===== src/rtl/reset_seq_pkg.sv =====
// Shared types and parameter defaults for the PLL-driven reset sequencer.
package reset_seq_pkg;

  // Sequencer states; the encoding is exported on state_dbg.
  typedef enum logic [1:0] {
    WAIT_LOCK = 2'd0,
    STABILIZE = 2'd1,
    RUN       = 2'd2,
    FAULT     = 2'd3
  } seq_state_t;

  localparam int DEF_SYNC_STAGES   = 2;
  localparam int DEF_STABLE_CYCLES = 1024;
  localparam int DEF_HOLD_CYCLES   = 16;
  localparam int DEF_LOSS_W        = 8;

  // Larger of two sizes; the shared stable/hold counter is dimensioned from it.
  function automatic int max_int(input int a, input int b);
    return (a > b) ? a : b;
  endfunction

endpackage


===== src/rtl/bit_sync.sv =====
// N-flop single-bit synchronizer with asynchronous clear to 0.
module bit_sync #(
  parameter int N = 2  // number of flops, at least 2
) (
  input  logic i_clock,
  input  logic i_reset,
  input  logic i_d,
  output logic o_q
);

  logic [N-1:0] r_sync;

  // Shift the asynchronous input through N flops; the last flop is the safe copy.
  // NOTE: clocked processes use non-blocking (<=) so every flop samples the pre-edge values of the others.
  always_ff @(posedge i_clock or posedge i_reset) begin
    if (i_reset) begin
      r_sync <= '0;
    end else begin
      r_sync <= {r_sync[N-2:0], i_d};
    end
  end

  assign o_q = r_sync[N-1];

endmodule


===== src/rtl/reset_sequencer.sv =====
// Reset sequencer: holds the core in reset until the PLL lock flag has been
// stable for STABLE_CYCLES, re-sequences on lock loss or soft request, and
// counts lock losses (saturating).
module reset_sequencer
  import reset_seq_pkg::*;
#(
  parameter int SYNC_STAGES   = DEF_SYNC_STAGES,    // min 2
  parameter int STABLE_CYCLES = DEF_STABLE_CYCLES,  // min 2
  parameter int HOLD_CYCLES   = DEF_HOLD_CYCLES,    // min 1
  parameter int LOSS_W        = DEF_LOSS_W
) (
  input  logic              clock,
  input  logic              reset,
  input  logic              locked,
  input  logic              soft_reset_req,
  output logic              sys_reset,
  output logic              ready,
  output logic [LOSS_W-1:0] loss_count,
  output logic [1:0]        state_dbg
);

  // One counter serves both STABILIZE and FAULT; it never exceeds the larger
  // terminal value minus one, so this width cannot overflow.
  localparam int CNT_W = $clog2(max_int(STABLE_CYCLES, HOLD_CYCLES));

  localparam logic [CNT_W-1:0]  STABLE_LAST = CNT_W'(STABLE_CYCLES - 1);
  localparam logic [CNT_W-1:0]  HOLD_LAST   = CNT_W'(HOLD_CYCLES - 1);
  localparam logic [CNT_W-1:0]  CNT_ONE     = CNT_W'(1);
  localparam logic [LOSS_W-1:0] LOSS_ONE    = LOSS_W'(1);
  localparam logic [LOSS_W-1:0] LOSS_MAX    = '1;

  seq_state_t        r_state;
  seq_state_t        w_state_nxt;
  logic [CNT_W-1:0]  r_cnt;
  logic [CNT_W-1:0]  w_cnt_nxt;
  logic [LOSS_W-1:0] r_loss;
  logic              w_loss_inc;
  logic              w_lock_s;
  logic              r_ready;
  logic              r_sys_reset;

  // The raw lock flag is asynchronous; only the synchronized copy is used below.
  bit_sync #(
    .N (SYNC_STAGES)
  ) u_lock_sync (
    .i_clock (clock),
    .i_reset (reset),
    .i_d     (locked),
    .o_q     (w_lock_s)
  );

  // Next-state, counter and loss-event decode.
  // NOTE: every signal assigned here gets a default first, so no path leaves it unassigned and no latch is inferred.
  always_comb begin
    w_state_nxt = r_state;
    w_cnt_nxt   = r_cnt;
    w_loss_inc  = 1'b0;
    case (r_state)
      WAIT_LOCK: begin
        w_cnt_nxt = '0;
        if (w_lock_s) begin
          w_state_nxt = STABILIZE;
        end
      end
      STABILIZE: begin
        if (!w_lock_s) begin
          w_state_nxt = WAIT_LOCK;
          w_cnt_nxt   = '0;
          w_loss_inc  = 1'b1;
        end else if (r_cnt == STABLE_LAST) begin
          w_state_nxt = RUN;
          w_cnt_nxt   = '0;
        end else begin
          w_cnt_nxt = r_cnt + CNT_ONE;
        end
      end
      RUN: begin
        w_cnt_nxt = '0;
        // A coincident soft request and lock loss is still only one loss.
        if (!w_lock_s || soft_reset_req) begin
          w_state_nxt = FAULT;
          w_loss_inc  = !w_lock_s;
        end
      end
      FAULT: begin
        // Leave after the full hold time whatever the lock flag says.
        if (r_cnt == HOLD_LAST) begin
          w_state_nxt = WAIT_LOCK;
          w_cnt_nxt   = '0;
        end else begin
          w_cnt_nxt = r_cnt + CNT_ONE;
        end
      end
      default: begin
        w_state_nxt = WAIT_LOCK;
        w_cnt_nxt   = '0;
      end
    endcase
  end

  // State and counter registers.
  always_ff @(posedge clock or posedge reset) begin
    if (reset) begin
      r_state <= WAIT_LOCK;
      r_cnt   <= '0;
    end else begin
      r_state <= w_state_nxt;
      r_cnt   <= w_cnt_nxt;
    end
  end

  // Saturating lock-loss counter.
  always_ff @(posedge clock or posedge reset) begin
    if (reset) begin
      r_loss <= '0;
    end else if (w_loss_inc && (r_loss != LOSS_MAX)) begin
      r_loss <= r_loss + LOSS_ONE;
    end
  end

  // Outputs registered from next-state so they change on the same edge as the state.
  always_ff @(posedge clock or posedge reset) begin
    if (reset) begin
      r_ready     <= 1'b0;
      r_sys_reset <= 1'b1;
    end else begin
      r_ready     <= (w_state_nxt == RUN);
      r_sys_reset <= (w_state_nxt != RUN);
    end
  end

  assign sys_reset  = r_sys_reset;
  assign ready      = r_ready;
  assign loss_count = r_loss;
  assign state_dbg  = r_state;

endmodule


===== config.mk =====
export PLATFORM = sky130hd
export DESIGN_NAME = reset_sequencer
export DESIGN_NICKNAME = d
export VERILOG_FILES = /design/src/rtl/reset_seq_pkg.sv /design/src/rtl/bit_sync.sv /design/src/rtl/reset_sequencer.sv
export SDC_FILE = /design/constraint.sdc
export NUM_CORES = 1
export LEC_CHECK = 0
export BUFFER_PORTS_ARGS = -buffer_cell sky130_fd_sc_hd__buf_4
export CAP_MARGIN = 40
export CELL_PAD_IN_SITES_DETAIL_PLACEMENT = 1
export CELL_PAD_IN_SITES_GLOBAL_PLACEMENT = 1
export CORE_ASPECT_RATIO = 0.9
export CORE_MARGIN = 5
export CORE_UTILIZATION = 39
export CTS_CLUSTER_SIZE = 25
export DETAILED_ROUTE_END_ITERATION = 16
export PLACE_DENSITY = 0.8
export SLEW_MARGIN = 20
export SYNTH_ARGS = -nofsm -noshare
export SYNTH_HDL_FRONTEND = slang
export SYNTH_SLANG_ARGS = --single-unit

===== constraint.sdc =====
create_clock -name clock -period 1.6 [get_ports clock]
set_clock_uncertainty 0.05 [all_clocks]
set_input_delay 0.16 -clock clock [delete_from_list [all_inputs] [get_ports clock]]
set_output_delay 0.16 -clock clock [all_outputs]
set_load 0.01 [all_outputs]

**Word level (Yosys, flattened, before mapping)**

Index checks and enable logic that the tools add are counted.

- Output and inout bits: 12
- Input bits: 4
- Bits in registers: 24

- Equality and inequality tests: 8
- $add $sub $neg: 2
- Reductions and logical operators: 5
- Multiplexer cells: 13

Operator list:

| cell | count |
|---|---|
| 10-bit two-way mux | 3 |
| 10-bit case mux with 3 select lines | 1 |
| 10-bit by 1-bit adder with 10-bit output, second input constant | 1 |
| 10-bit equality test, second input constant | 1 |
| 10-bit by 4-bit equality test with 1-bit output, second input constant | 1 |
| 2-bit two-way mux | 5 |
| 8-bit by 1-bit adder with 8-bit output, second input constant | 1 |
| 8-bit inequality test, second input constant | 1 |
| 2-bit case mux with 4 select lines | 1 |
| 2-bit equality test, second input constant | 3 |
| 2-bit by 1-bit equality test with 1-bit output, second input constant | 1 |
| 2-bit zero test | 1 |
| 1-bit two-way mux | 2 |
| 2-bit inequality test, second input constant | 1 |
| 1-bit case mux with 2 select lines | 1 |
| 2-bit OR reduction | 1 |
| 1-bit logical AND | 1 |
| 1-bit zero test | 1 |
| 1-bit logical OR | 1 |

**Logic depth before layout (Yosys ltp)**

- Depth in word-level cells: 5
- Mapped depth: 6
- Depth with buffers taken out: 6

**Modules after synthesis**

Synthesis repeated with hierarchy kept, for this count alone.

- Cells, all modules: 112
- Area total of the unflattened synthesis: 1209.9 um^2

Modules (own cells, without submodules):

| module | cells each | area each (um^2) | instances |
|---|---|---|---|
| reset_sequencer | 109 | 1156.1 | 1 |
| bit_sync | 3 | 53.8 | 1 |

**Least setup slack after synthesis**

Ideal clock, no wire load.

- Path type: flip-flop to flip-flop
- Start: register r_state[0] (netlist: state_dbg[0])
- End: register r_loss[1] (netlist: loss_count[1])
- Required time: 1425 ps
- Library setup time: 125 ps
- Path slack: -125 ps
- Cell stages (with the launch flop): 6
- Data arrival time: 1550 ps
- Clock period less this slack: 1725 ps
- Path buffers: 0
- Cell sequence: dfrtp_1 -> inv_1 -> ha_1 -> o211ai_1 -> nor2_1 -> mux2_2

- Word-level cells in the longest chain between the ends: 3
- Elaborated cells between the ends (all ways): 4
- Those cells by class: eq/ne: 2; mux: 1; reduce/logical: 1

RTL lines:

| element | RTL line | RTL |
|---|---|---|
| from (decl) | reset_sequencer.sv:32 | `seq_state_t r_state;` |
| from (signal assigned) | reset_sequencer.sv:107 | `r_state <= w_state_nxt;` |
| 2-bit equality test or 2-bit by 1-bit equality test with 1-bit output (tied branches) | reset_sequencer.sv:58 | `case (r_state)` |
| 1-bit case mux with 2 select lines * | reset_sequencer.sv:58 |  |
| 1-bit logical AND * | reset_sequencer.sv:116 | `end else if (w_loss_inc && (r_loss != LOSS_MAX)) begin` |
| to (signal assigned) | reset_sequencer.sv:117 | `r_loss <= r_loss + LOSS_ONE;` |
| to (decl) | reset_sequencer.sv:36 | `logic [LOSS_W-1:0] r_loss;` |

Mark *: on every way between the ends. The rest lies on a longest branch, timed or not.
A chain may end at the register's enable or synchronous reset.

**Final worst setup path**

- Start: register r_cnt[6]
- End: register r_cnt[3]

- Word-level cells in the longest chain between the ends: 4
- Elaborated cells between the ends (all ways): 6
- Those cells by class: eq/ne: 2; mux: 4

RTL lines:

| element | RTL line | RTL |
|---|---|---|
| from (decl) | reset_sequencer.sv:34 | `logic [CNT_W-1:0] r_cnt;` |
| from (signal assigned) | reset_sequencer.sv:108 | `r_cnt <= w_cnt_nxt;` |
| 10-bit equality test | reset_sequencer.sv:70 | `end else if (r_cnt == STABLE_LAST) begin` |
| 10-bit two-way mux | reset_sequencer.sv:70 |  |
| 10-bit two-way mux | reset_sequencer.sv:66 | `if (!w_lock_s) begin` |
| 10-bit case mux with 3 select lines * | reset_sequencer.sv:58 |  |
| named net w_cnt_nxt[3] | reset_sequencer.sv:35 | `logic [CNT_W-1:0] w_cnt_nxt;` |

The timed path passes the listed nets; every way through them passes the cells marked *.

==> results.sh <==
export IMPL_status="finished, violations left"
export IMPL_violations="setup timing"
export IMPL_postSynthNetCount=119
export IMPL_grt_overflow=0
export IMPL_top_level_ports=16
export IMPL_cts_buffers_inserted=3
export IMPL_worst_hold_slack_ns=0.321
export IMPL_ys_types=29
export IMPL_fin_crit_sh_pct=113
export IMPL_tightest_slew_ns=0.379
export IMPL_maxCapViolations=0
export IMPL_wl_per_cell_um=17.5
export IMPL_multi_input_area_um2=703
export IMPL_seq_area_frac_synth_pct=50.2
export IMPL_yosysTopAreaCell="dfrtp_1"
export IMPL_min_path_type="flip-flop to flip-flop"
export IMPL_hold_viol=0
export IMPL_cts_tree="yes"
export IMPL_drive_gt1_share_pct=46.9
export IMPL_syn_area_per_cell_um2=11.0
export IMPL_start_util_pct=40.0
export IMPL_vias=1059
export IMPL_grt_pass1_wl_um=5270
export IMPL_intPower_w=0.00138
export IMPL_antenna_found_initial=0
export IMPL_p_seq_share_pct=37.8
export IMPL_cp_arrival_ns=2.01
export IMPL_grt_usage_pct=16.0
export IMPL_root_buffer="clkbuf_4"
export IMPL_ys_warn_count=0
export IMPL_rows=19
export IMPL_drc=0
export IMPL_synth_area_um2=1200
export IMPL_slew_headroom_pct=74.7
export IMPL_nets=171
export IMPL_synth_top_area_share_pct=48.0
export IMPL_area_growth_pct=50.7
export IMPL_clk_latency_ns=0.33
export IMPL_cts_sinks=24
export IMPL_netlist_top_cells_count="dfrtp_1, nor2_1, xor2_1"
export IMPL_die_w_um=68.4
export IMPL_power_density_nw_per_um2=1160
export IMPL_antenna_cells=0
export IMPL_cp_max_fo=4
export IMPL_required_ns=1.80
export IMPL_io_buffers=15
export IMPL_cts_clk_slew_worst_paths_ns=0.15
export IMPL_netlist_instances=109
export IMPL_p_sw_w=0.000709
export IMPL_synth_edf_count=0
export IMPL_core_area_um2=3000
export IMPL_critPathKind="flip-flop to flip-flop"
export IMPL_grt_pass1_vias=1120
export IMPL_synthTopCellsByArea="dfrtp_1, xor2_1, ha_1"
export IMPL_cp_end_kind="flip-flop"
export IMPL_power_frac_clock_pct=22.1
export IMPL_synth_most_common_cell="dfrtp_1"
export IMPL_netSwitchingFraction_pct=34.0
export IMPL_drt_iter0_drc=17
export IMPL_fin_setup_tns_ns=-2.92
export IMPL_viasPerCell=5.24
export IMPL_seqCellArea_um2=603
export IMPL_vdd_ir_drop_max_mv=1.16
export IMPL_cts_buffer_depth=2
export IMPL_start_kind="flip-flop"
export IMPL_fmax_mhz=553
export IMPL_dieArea_um2=4280
export IMPL_setup_violations=21
export IMPL_first_pass_iters=4
export IMPL_p_leak_nw=0.817
export IMPL_fin_ws_ns=-0.208
export IMPL_rsz0062_at_grt="yes"
export IMPL_gp_congestion=0.848
export IMPL_ant_nets=0
export IMPL_drt_total_wl_um=3530
export IMPL_hpwl_um=2300
export IMPL_grt_max_degree=25
export IMPL_maxSlewViolCount=0
export IMPL_cts_max_level=1
export IMPL_period_needed_ns=1.81
export IMPL_ys_flop_type="dfrtp_1"
export IMPL_ys_ff_latch=24
export IMPL_fillerInstances=333
export IMPL_die_h_um=62.6
export IMPL_p_comb_share_pct=40.0
export IMPL_synth_async_reset_ratio_pct=100
==> layout by cell type (no fill, tap or decap), drive strengths merged <==
master | synthesis | final
dlygate4sd3 | 0 | 2
nor2 | 14 | 14
and3 | 1 | 1
nor3b | 3 | 3
ha | 6 | 6
and4 | 1 | 1
o21a | 2 | 2
a21bo | 1 | 1
a21oi | 2 | 2
nand4 | 5 | 5
o31ai | 1 | 1
or2 | 1 | 1
o41ai | 1 | 1
xnor2 | 4 | 4
mux2 | 2 | 2
buf | 1 | 46
clkbuf | 0 | 3
inv | 5 | 5
dfrtp | 23 | 23
or4 | 1 | 1
xor2 | 11 | 11
o31a | 1 | 1
o211ai | 2 | 2
nand2 | 4 | 4
nor3 | 4 | 4
nor4 | 3 | 3
dfstp | 1 | 1
nand3 | 6 | 6
bufinv | 0 | 1
nor2b | 1 | 1
o211a | 1 | 1
o311ai | 1 | 1
==> layer usage <==
layer | global-route usage, % | vias up | share of wire [%]
li1 | - | 489 | -
met1 | 19.3 | 540 | 38
met2 | 27.7 | 21 | 56
met3 | 3.06 | 9 | 2.6
met4 | 5.21 | 0 | 3.3
met5 | 0 | - | 0
==> metrics by stage <==
step                      cells  setup WS (ns)  utilization (%)  total power [W]  instance area (um2)
after floorplan             109         -0.103                -          0.00110                 1200
after global placement      192         -0.134             52.1          0.00138                 1560
after CTS                   199         -0.186             55.7          0.00190                 1670
final                       202         -0.208             60.3          0.00209                 1810
after global routing        202         -0.306             60.3          0.00220                 1810
after detailed placement    192         -0.179             52.1          0.00143                 1560
==> power by group through the flow <==
stage                     combinational (W)  clock [W]  sequential, W
after floorplan                    0.000268          0       0.000828
after global placement             0.000603          0       0.000781
after detailed placement           0.000640          0       0.000792
after CTS                          0.000660   0.000453       0.000784
after global routing               0.000901   0.000497       0.000802
final                              0.000836   0.000463       0.000790
==> sequential cells by signal, summed over array words and instances, names as in the netlist <==
register            flops
r_cnt                  10
sys_reset               1
loss_count              8
state_dbg               2
ready                   1
u_lock_sync.r_sync      2
==> layout make-up <==
type	instances	area share, %
clock buffers	3	1.25
clock inverters	1	1.66
inverters	5	1.04
multi-input cells	79	38.9
flip-flops and latches	24	33.4
well taps	42	2.91
repair buffers	48	20.8
==> worst paths after layout <==
check                                                start                               to  slack [ns]  depth (start not counted)
max in group asynchronous                            reset              sys_reset$_DFF_PP1_        0.82                          4
hold / removal             u_lock_sync.r_sync[0]$_DFF_PP0_  u_lock_sync.r_sync[1]$_DFF_PP0_        0.32                          0
setup / recovery                        r_cnt[6]$_DFF_PP0_               r_cnt[3]$_DFF_PP0_       -0.21                          5
setup reg to reg                        r_cnt[6]$_DFF_PP0_               r_cnt[3]$_DFF_PP0_       -0.21                          5
min in group asynchronous                            reset        loss_count[6]$_DFFE_PP0P_        0.39                          4
hold reg to reg            u_lock_sync.r_sync[0]$_DFF_PP0_  u_lock_sync.r_sync[1]$_DFF_PP0_        0.32                          0
==> cell families (layout without fill, tap and decap cells) <==
family | count (synthesis) | in the layout | synth area share (%)
fa+ha+maj | 6 | 6 | 6.26
mux | 2 | 2 | 1.88
xor+xnor | 15 | 15 | 11.0
simple gates | 44 | 44 | 19.1
buf+inv | 6 | 57 | 2.19
flops | 24 | 24 | 50.2
compound gates | 12 | 12 | 9.39
==> timing repair <==
action / 4_1_cts / 5_1_grt
pin swaps: 2 / 9
hold buffers: 2 / 0
setup buffers: 1 / 3
gates cloned: 0 / 0
endpoints found under the setup margin: 16 / 21
gates resized for setup: 8 / 21
endpoints found under the hold margin: 24 / 0
==> critical path: stages (launching register included) <==
cell     delay [ns]
dfrtp_1        0.40
or4_4          0.54
o41ai_4        0.33
o21a_1         0.21
buf_4          0.15
nor2_1         0.05
Note: power is estimated with default switching activity, not from simulation.
